$ cat config.mk
export PLATFORM = sky130hd
export DESIGN_NAME = node_mac_seq_flat
export DESIGN_NICKNAME = d
export VERILOG_FILES = /design/src/rtl/node_pkg.sv /design/src/rtl/node_mac_seq_if.sv /design/src/rtl/node_round_sat.sv /design/src/rtl/node_mac_seq.sv /design/src/flat_wrapper.sv
export SDC_FILE = /design/constraint.sdc
export NUM_CORES = 1
export LEC_CHECK = 0
export ABC_AREA = 1
export BUFFER_PORTS_ARGS = -buffer_cell sky130_fd_sc_hd__buf_2
export CORE_MARGIN = 1.5
export CORE_UTILIZATION = 65
export CTS_CLUSTER_DIAMETER = 30
export DETAILED_ROUTE_END_ITERATION = 10
export PLACE_DENSITY = 0.91
export SLEW_MARGIN = 15
export SYNTH_ARGS = -nofsm -noshare
export SYNTH_HDL_FRONTEND = slang
export SYNTH_SLANG_ARGS = --single-unit
$ cat constraint.sdc
create_clock -name clk -period 16 [get_ports clk]
set_clock_uncertainty 0.2 [all_clocks]
set_input_delay 0.8 -clock clk [delete_from_list [all_inputs] [get_ports clk]]
set_output_delay 0.8 -clock clk [all_outputs]
set_load 0.01 [all_outputs]
$ cat src/rtl/node_pkg.sv
// Shared types and elaboration helpers for the neuron node family.
package node_pkg;

  typedef enum logic [1:0] {ST_ACC, ST_FIN, ST_OUT} state_e;

  // Smallest accumulator that cannot overflow: full product plus growth over N_IN terms and bias.
  function automatic int min_acc_w(input int n_in, input int data_w, input int w_w);
    return data_w + w_w + $clog2(n_in + 1);
  endfunction

endpackage

$ cat src/rtl/node_mac_seq_if.sv
// Streaming activation / result / weight-load bundle for node_mac_seq.
interface node_mac_seq_if #(
  parameter int N_IN   = 15,
  parameter int DATA_W = 8,
  parameter int W_W    = 8,
  parameter int OUT_W  = 8
);
  localparam int AW = (N_IN > 1) ? $clog2(N_IN) : 1;

  logic              wt_we;
  logic [AW-1:0]     wt_addr;
  logic [W_W-1:0]    wt_data;
  logic              in_valid;
  logic              in_ready;
  logic [DATA_W-1:0] in_data;
  logic              in_last;
  logic              out_valid;
  logic              out_ready;
  logic [OUT_W-1:0]  out_data;
  logic              frame_err;

  modport master (
    output wt_we, wt_addr, wt_data, in_valid, in_data, in_last, out_ready,
    input  in_ready, out_valid, out_data, frame_err
  );

  modport slave (
    input  wt_we, wt_addr, wt_data, in_valid, in_data, in_last, out_ready,
    output in_ready, out_valid, out_data, frame_err
  );
endinterface

$ cat src/rtl/node_round_sat.sv
// Accumulator to output conversion: drop FRAC bits, round above half, then clamp
// (ReLU range or signed range) at full width so a rounded overflow clips instead of wrapping.
module node_round_sat #(
  parameter int ACC_W = 23,
  parameter int FRAC  = 6,
  parameter int OUT_W = 8,
  parameter int RELU  = 1
) (
  input  logic signed [ACC_W-1:0] acc,
  output logic signed [OUT_W-1:0] res
);
  localparam int MAXI = (1 << (OUT_W - 1)) - 1;
  localparam logic signed [ACC_W-1:0] MAXV = ACC_W'(MAXI);
  localparam logic signed [ACC_W-1:0] MINV = (RELU != 0) ? '0 : ACC_W'(-MAXI - 1);
  localparam logic [FRAC-1:0] HALF = FRAC'(1 << (FRAC - 1));

  logic signed [ACC_W-1:0] q, qr;
  logic [FRAC-1:0]         r;
  logic                    inc;

  always_comb begin
    q   = acc >>> FRAC;
    r   = acc[FRAC-1:0];
    // exact half truncates; only strictly-above-half rounds up
    inc = (r > HALF);
    qr  = q + ACC_W'(inc);
    if (qr > MAXV)      res = MAXV[OUT_W-1:0];
    else if (qr < MINV) res = MINV[OUT_W-1:0];
    else                res = qr[OUT_W-1:0];
  end
endmodule

$ cat src/rtl/node_mac_seq.sv
// One neuron per frame through a single MAC: N_IN accumulate beats, one rounding
// cycle, then the result is held until the consumer takes it.
module node_mac_seq
  import node_pkg::*;
#(
  parameter int N_IN   = 15,
  parameter int DATA_W = 8,
  parameter int W_W    = 8,
  parameter int ACC_W  = 23,
  parameter int FRAC   = 6,
  parameter int OUT_W  = 8,
  parameter int BIAS   = 512,
  parameter int RELU   = 1
) (
  input logic            clk,
  input logic            reset,
  node_mac_seq_if.slave  bus
);
  localparam int AW = (N_IN > 1) ? $clog2(N_IN) : 1;
  localparam int PW = DATA_W + W_W;

  if (ACC_W < min_acc_w(N_IN, DATA_W, W_W)) begin : g_acc_w_chk
    $error("node_mac_seq: ACC_W below minimum for N_IN/DATA_W/W_W");
  end

  state_e                   state, state_nxt;
  logic [AW-1:0]            cnt;
  logic signed [ACC_W-1:0]  acc;
  logic [N_IN-1:0][W_W-1:0] wt;
  logic                     rdy_q, ferr_q;
  logic [OUT_W-1:0]         out_q;
  logic                     beat, last_idx;
  logic signed [PW-1:0]     prod;
  logic signed [ACC_W-1:0]  prod_ext;
  logic signed [OUT_W-1:0]  res;

  // rdy_q keeps in_ready low through reset and until the first clock after release
  assign bus.in_ready  = rdy_q && (state == ST_ACC);
  assign bus.out_valid = (state == ST_OUT);
  assign bus.out_data  = out_q;
  assign bus.frame_err = ferr_q;

  assign beat     = bus.in_valid && bus.in_ready;
  assign last_idx = (cnt == AW'(N_IN - 1));
  assign prod     = PW'($signed(bus.in_data)) * PW'($signed(wt[cnt]));
  assign prod_ext = {{(ACC_W - PW){prod[PW-1]}}, prod};

  node_round_sat #(.ACC_W(ACC_W), .FRAC(FRAC), .OUT_W(OUT_W), .RELU(RELU)) u_round_sat (
    .acc (acc),
    .res (res)
  );

  always_ff @(posedge clk or negedge reset) begin
    if (!reset) state <= ST_ACC;
    else        state <= state_nxt;
  end

  always_comb begin
    state_nxt = state;
    case (state)
      ST_ACC:  if (beat && last_idx) state_nxt = ST_FIN;
      ST_FIN:  state_nxt = ST_OUT;
      ST_OUT:  if (bus.out_ready) state_nxt = ST_ACC;
      default: state_nxt = ST_ACC;
    endcase
  end

  always_ff @(posedge clk or negedge reset) begin
    if (!reset) begin
      cnt    <= '0;
      acc    <= ACC_W'(BIAS);
      wt     <= '0;
      rdy_q  <= 1'b0;
      ferr_q <= 1'b0;
      out_q  <= '0;
    end else begin
      rdy_q  <= 1'b1;
      // frame length comes from cnt; in_last is only cross-checked
      ferr_q <= beat && (bus.in_last != last_idx);
      if (bus.wt_we && ({1'b0, bus.wt_addr} < (AW + 1)'(N_IN)))
        wt[bus.wt_addr] <= bus.wt_data;
      if (beat) begin
        acc <= acc + prod_ext;
        cnt <= last_idx ? '0 : cnt + AW'(1);
      end
      if (state == ST_FIN)
        out_q <= res;
      if (state == ST_OUT && bus.out_ready)
        acc <= ACC_W'(BIAS);
    end
  end
endmodule

$ cat src/flat_wrapper.sv
// flat-port wrapper written by rule: the top's interface ports become plain ports
module node_mac_seq_flat import node_pkg::*;
#(
  parameter int N_IN   = 15,
  parameter int DATA_W = 8,
  parameter int W_W    = 8,
  parameter int ACC_W  = 23,
  parameter int FRAC   = 6,
  parameter int OUT_W  = 8,
  parameter int BIAS   = 512,
  parameter int RELU   = 1
)
  (clk, reset, bus_wt_we, bus_wt_addr, bus_wt_data, bus_in_valid, bus_in_data, bus_in_last, bus_out_ready, bus_in_ready, bus_out_valid, bus_out_data, bus_frame_err);
  node_mac_seq_if #(.N_IN(N_IN), .DATA_W(DATA_W), .W_W(W_W), .OUT_W(OUT_W)) bus_i ();
  input logic clk;
  input logic reset;
  input wire logic [$bits(bus_i.wt_we)-1:0] bus_wt_we;
  input wire logic [$bits(bus_i.wt_addr)-1:0] bus_wt_addr;
  input wire logic [$bits(bus_i.wt_data)-1:0] bus_wt_data;
  input wire logic [$bits(bus_i.in_valid)-1:0] bus_in_valid;
  input wire logic [$bits(bus_i.in_data)-1:0] bus_in_data;
  input wire logic [$bits(bus_i.in_last)-1:0] bus_in_last;
  input wire logic [$bits(bus_i.out_ready)-1:0] bus_out_ready;
  output wire logic [$bits(bus_i.in_ready)-1:0] bus_in_ready;
  output wire logic [$bits(bus_i.out_valid)-1:0] bus_out_valid;
  output wire logic [$bits(bus_i.out_data)-1:0] bus_out_data;
  output wire logic [$bits(bus_i.frame_err)-1:0] bus_frame_err;
  assign bus_i.wt_we = bus_wt_we;
  assign bus_i.wt_addr = bus_wt_addr;
  assign bus_i.wt_data = bus_wt_data;
  assign bus_i.in_valid = bus_in_valid;
  assign bus_i.in_data = bus_in_data;
  assign bus_i.in_last = bus_in_last;
  assign bus_i.out_ready = bus_out_ready;
  assign bus_in_ready = bus_i.in_ready;
  assign bus_out_valid = bus_i.out_valid;
  assign bus_out_data = bus_i.out_data;
  assign bus_frame_err = bus_i.frame_err;
  node_mac_seq #(.N_IN(N_IN), .DATA_W(DATA_W), .W_W(W_W), .ACC_W(ACC_W), .FRAC(FRAC), .OUT_W(OUT_W), .BIAS(BIAS), .RELU(RELU)) u_core (.clk(clk), .reset(reset), .bus(bus_i));
endmodule
== Word-level counts from Yosys, hierarchy flattened ==
Index checks and enable logic that the tools add are counted.

* Register bits after elaboration: 159
* Word-level logic and storage cells: 61

* Add/sub/neg operators: 3
* Multiply operators: 1
* Order comparisons: 7
* Equal/unequal tests: 6
* Mux-type cells: 13
* Reduce and logical (&&, ||, !) cells: 10

{| class="wikitable"
|+ Operators with widths
! kind !! count
|-
| bitwise mux 120 bit || 1
|-
| 2-to-1 mux 23 bit || 2
|-
| binary-select mux 8 bit (select 4 bit) || 1
|-
| demux 8 bit (select 4 bit) || 1
|-
| 2-to-1 mux 8 bit || 4
|-
| adder 23 x 16 -> 23 bit || 1
|-
| adder 17 x 2 -> 18 bit || 1
|-
| > comparator 18 x 8 -> 1 bit (second input constant) || 1
|-
| less-than comparator 18 x 1 -> 1 bit (second input constant) || 1
|-
| multiplier 8 x 8 -> 16 bit || 1
|-
| less-than comparator 4 x 5 -> 1 bit (second input constant) || 2
|-
| logical AND 1 bit || 7
|-
| > comparator 6 bit (second input constant) || 1
|-
| one-hot mux 2 bit (3 select lines) || 1
|-
| adder 4 x 1 -> 4 bit (second input constant) || 1
|-
| == test 4 bit (second input constant) || 1
|-
| greater-or-equal comparator 4 x 1 -> 1 bit (second input constant) || 1
|-
| less-than comparator 4 bit (second input constant) || 1
|-
| 2-to-1 mux 2 bit || 2
|-
| 2-to-1 mux 4 bit || 1
|-
| != test 2 bit (second input constant) || 2
|-
| == test 2 x 1 -> 1 bit (second input constant) || 1
|-
| == test 2 bit (second input constant) || 1
|-
| logical NOT 2 bit || 1
|-
| 3 further kinds || 3
|}

== Longest topological paths before layout ==
* Depth in word-level cells: 6
* Depth in mapped cells: 29

== By module ==
From an unflattened synthesis, not the netlist that was laid out.

* Cell total of the unflattened synthesis: 1470
* Area, all modules: 11883.9 um^2

{| class="wikitable"
|+ Modules (own cells, without submodules)
! module !! times used !! cells an instance !! area an instance (um^2) !! seq. area each (um^2)
|-
| node_mac_seq || 1 || 1331 || 11193.2 || 3980.1
|-
| node_round_sat || 1 || 139 || 690.7 || 0.0
|}

== Worst setup path after synthesis ==
Ideal clock, no wire load.

* Path type: register to register
* Start point: register u_core.cnt[0]
* End point: register u_core.acc[20]
* Data arrival time: 5.495 ns
* Required time: 15.683 ns
* Path slack: 10.187 ns
* Cell stages (with the launch flop): 24
* Buffers on the path: 2
* Cell sequence: dfrtp_1 buf_4 inv_2 buf_2 nor2_1 o2111ai_1 nand3_1 o211ai_2 and2_1 fa_1 fa_1 fa_1 fa_1 ha_1 ha_1 nand2_1 nor3_1 nor2_1 o21ai_1 nand2_1 nand2_1 nand2_1 nand3_1 nand2_1

* Cells in the longest elaborated chain, start to end: 6

{| class="wikitable"
|+ Ends and longest elaborated chain
! element !! line !! text
|-
| start, declared || node_mac_seq.sv:27 || <nowiki>logic [AW-1:0] cnt;</nowiki>
|-
| start signal, assigned || node_mac_seq.sv:84 || <nowiki>cnt <= last_idx ? '0 : cnt + AW'(1);</nowiki>
|-
| binary-select mux 8 bit (select 4 bit) || node_mac_seq.sv:45 || <nowiki>assign prod = PW'($signed(bus.in_data)) * PW'($signed(wt[cnt]));</nowiki>
|-
| 2-to-1 mux 8 bit (implied by the code) || node_mac_seq.sv:45 ||
|-
| multiplier 8 x 8 -> 16 bit || node_mac_seq.sv:45 ||
|-
| adder 23 x 16 -> 23 bit || node_mac_seq.sv:83 || <nowiki>acc <= acc + prod_ext;</nowiki>
|-
| 2-to-1 mux 23 bit || node_mac_seq.sv:82 || <nowiki>if (beat) begin</nowiki>
|-
| 2-to-1 mux 23 bit || node_mac_seq.sv:88 || <nowiki>if (state == ST_OUT && bus.out_ready)</nowiki>
|-
| end signal, assigned || node_mac_seq.sv:71 || <nowiki>acc <= ACC_W'(BIAS);</nowiki>
|-
| end signal, assigned || node_mac_seq.sv:83 ||
|-
| end signal, assigned || node_mac_seq.sv:89 || <nowiki>acc <= ACC_W'(BIAS);</nowiki>
|-
| end, declared || node_mac_seq.sv:28 || <nowiki>logic signed [ACC_W-1:0] acc;</nowiki>
|}

No other way between the ends. The select of a mux whose other input is x is not followed.
A chain may end at the register's enable or synchronous reset.

== Worst setup path after layout ==
* Start point: register u_core.cnt[1]
* End point: register u_core.acc[19]

The elaborated chain is that of the path after synthesis.

==> metrics.cfg <==
[critical_path]
endpoint_kind=flip-flop
worstPathMaxFanout=30
slowest_delay_ns=0.61
cp_data_arrival_time_ns=7.60
worstSetupPathType=flip-flop to flip-flop
required_ns=16.12
cpMaxStageDelayCell=nor2_4
crit_start=u_core.cnt[1]
reg2reg_from=u_core.cnt[1]
startpoint_type=flip-flop

[hold_path]
min_path_type=primary input to asynchronous set/reset pin

[layout]
final_cell_count_no_fill=1622
drive_gt1_share_pct=8.17
n_fill_cell=1229
layout_common_cells=318 x nand2_1, 176 x inv_1, 159 x o21ai_0, 158 x dfrtp_1, 128 x nor2_1
register_area_sq_um=3980
multi_input_area_sq_um=6570
areaGrowthSynthToFinish_pct=7.91
final_common_cell=nand2_1
fin_util_pct=71.6
nNetsFinal=1563

[timing]
hold_slack_ns=0.190
fmax_mhz=134
post-route-min-period_ns=7.48
finalSetupTns_ns=0
setup_violations=0
worst_pin_slew_ns=1.07
relSlewSlack_pct=28.7
period_share_pct=46.8
rsz0062_at_grt=no
hold_viol_final=0
final_max_slew_viol_count=0

[job]
cap_violations=0

[placement]
post-dp-hpwl_microns=22100
gp_congestion=0.971
place_inst=1589
port-buffer-count=36

[logic_synthesis]
synth-seq-cells=159
synth_edf_count=0
synth-async-reset-ratio_pct=100
synth_flop_cell=dfrtp_1
synth_top_cell_area_share_pct=34.4
synth_top_cell_by_area=dfrtp_1
ys_seq_area_share_pct=34.7
synthDistinctLibCells=49
ys_top_cells_by_area=dfrtp_1 34%, fa_1 17%, nand2_1 10%
syn-cell-area_sq_um=11500
syn_nets=1550
avgSynthCellArea_sq_um=8.38
yosys_warnings=0
syn_inst=1370

[run_status]
outcome=finished, final reports clean

[global_route]
grt_use_total_pct=35.8
grt-ovfl-total=0
grt_max_degree=84
grt_pass1_vias=10032
grt_pass1_wl_microns=50100
antenna_found_initial=0

[route]
routedWlPerCell_microns=19.0
ant_nets=0
route.detailed.drc=0
viasPerCell=6.16
vias=9985
firstDrtPassIters=7
drt_wl_total_microns=30800
dr.first_iter.drc_count=1042

[clock_network]
clk_pin_slew_ns=0.07
cts_root_buf=clkbuf_16
htreeDepth=4
cts_sinks=159
clkLatencyLatePin_ns=0.44
numCtsBuffers=17
max-clock-path-buffers=2
cts_setup_buffers=0
post_cts_resize_count=0
hold_buffers=0
cts_tree=yes

[floorplanning]
dieArea_sq_um=18500
rows=48
chipWidth_microns=136
coreArea_sq_um=17300
start_util_pct=66.4
die_h_microns=136
pin_count=37

[final cells by class]
| type | count | area share, % |
|---|---|---|
| Timing Repair Buffer | 38 | 1.63 |
| Tap cell | 225 | 2.27 |
| Clock inverter | 15 | 1.74 |
| Clock buffer | 17 | 3.43 |
| Sequential cell | 159 | 32.1 |
| Multi-Input combinational cell | 977 | 53.0 |
| Inverter | 190 | 5.78 |
| Antenna cell | 1 | 0.0202 |
[cells by family (layout without fill, tap and decap cells)]
kind of cell | Yosys count | in the layout | share of synthesized area, %
simple gates | 525 | 525 | 18.7
flops | 159 | 159 | 34.7
buf+inv | 234 | 260 | 8.13
other cells | 1 | 2 | 0.0327
compound gates | 284 | 284 | 14.1
fa+ha+maj | 154 | 154 | 23.3
xor+xnor | 13 | 13 | 0.992
[through the flow]
step | instance area, sq um | worst slack (ns)
final | 12400 | 8.52
after detailed placement | 11700 | 8.81
after global routing | 12400 | 8.19
after floorplan | 11500 | 10.19
after global placement | 11700 | 8.84
after CTS | 12400 | 8.69
[flip-flops by register name, indices dropped and copies added (netlist names)]
signal                flops
u_core.acc               23
u_core.wt               120
u_core.state              2
u_core.cnt                4
u_core.rdy_q              1
u_core.bus.frame_err      1
u_core.bus.out_data       8
[synthesized netlist by cell type (all sizes together) (8+ instances only)]
cell	n
nand3	36
a22oi	9
buf	20
fa	100
nor2	139
o211ai	16
inv	188
nand4	8
a21oi	47
o2111ai	8
nand2	324
clkbuf	24
ha	54
dfrtp	158
o21ai	176
[critical path, delay by kind of cell (launching register included)]
family | cells | cell delay, ns
AO/OA/AOI/OAI | 3 | 0.85
buffers and inverters | 5 | 0.78
adder cells (fa/ha/maj) | 6 | 2.94
flip-flops | 1 | 0.51
AND/OR/NAND/NOR | 11 | 2.06
[layer usage]
metal	GRT usage, %	routed length (microns)	vias up	share of wire, %
met5	0	0	-	0
met4	19.0	1600	0	5.2
met3	8.58	2910	163	9.4
met2	58.6	14900	658	48
met1	44.2	11400	4745	37
li1	-	-	4419	-
[final timing paths]
check	end	slack, ns	cells after the start
max reg2reg	u_core.acc[19]	8.52	25
min	u_core.wt[36]	0.19	1
max	u_core.acc[19]	8.52	25
max in group asynchronous	u_core.wt[87]	13.96	2
min reg2reg	u_core.wt[0]	0.29	2
min in group clk	u_core.wt[0]	0.29	2
Power is not shown: default switching activity piles up to over one toggle a cycle in this logic, so the estimate is an artifact.
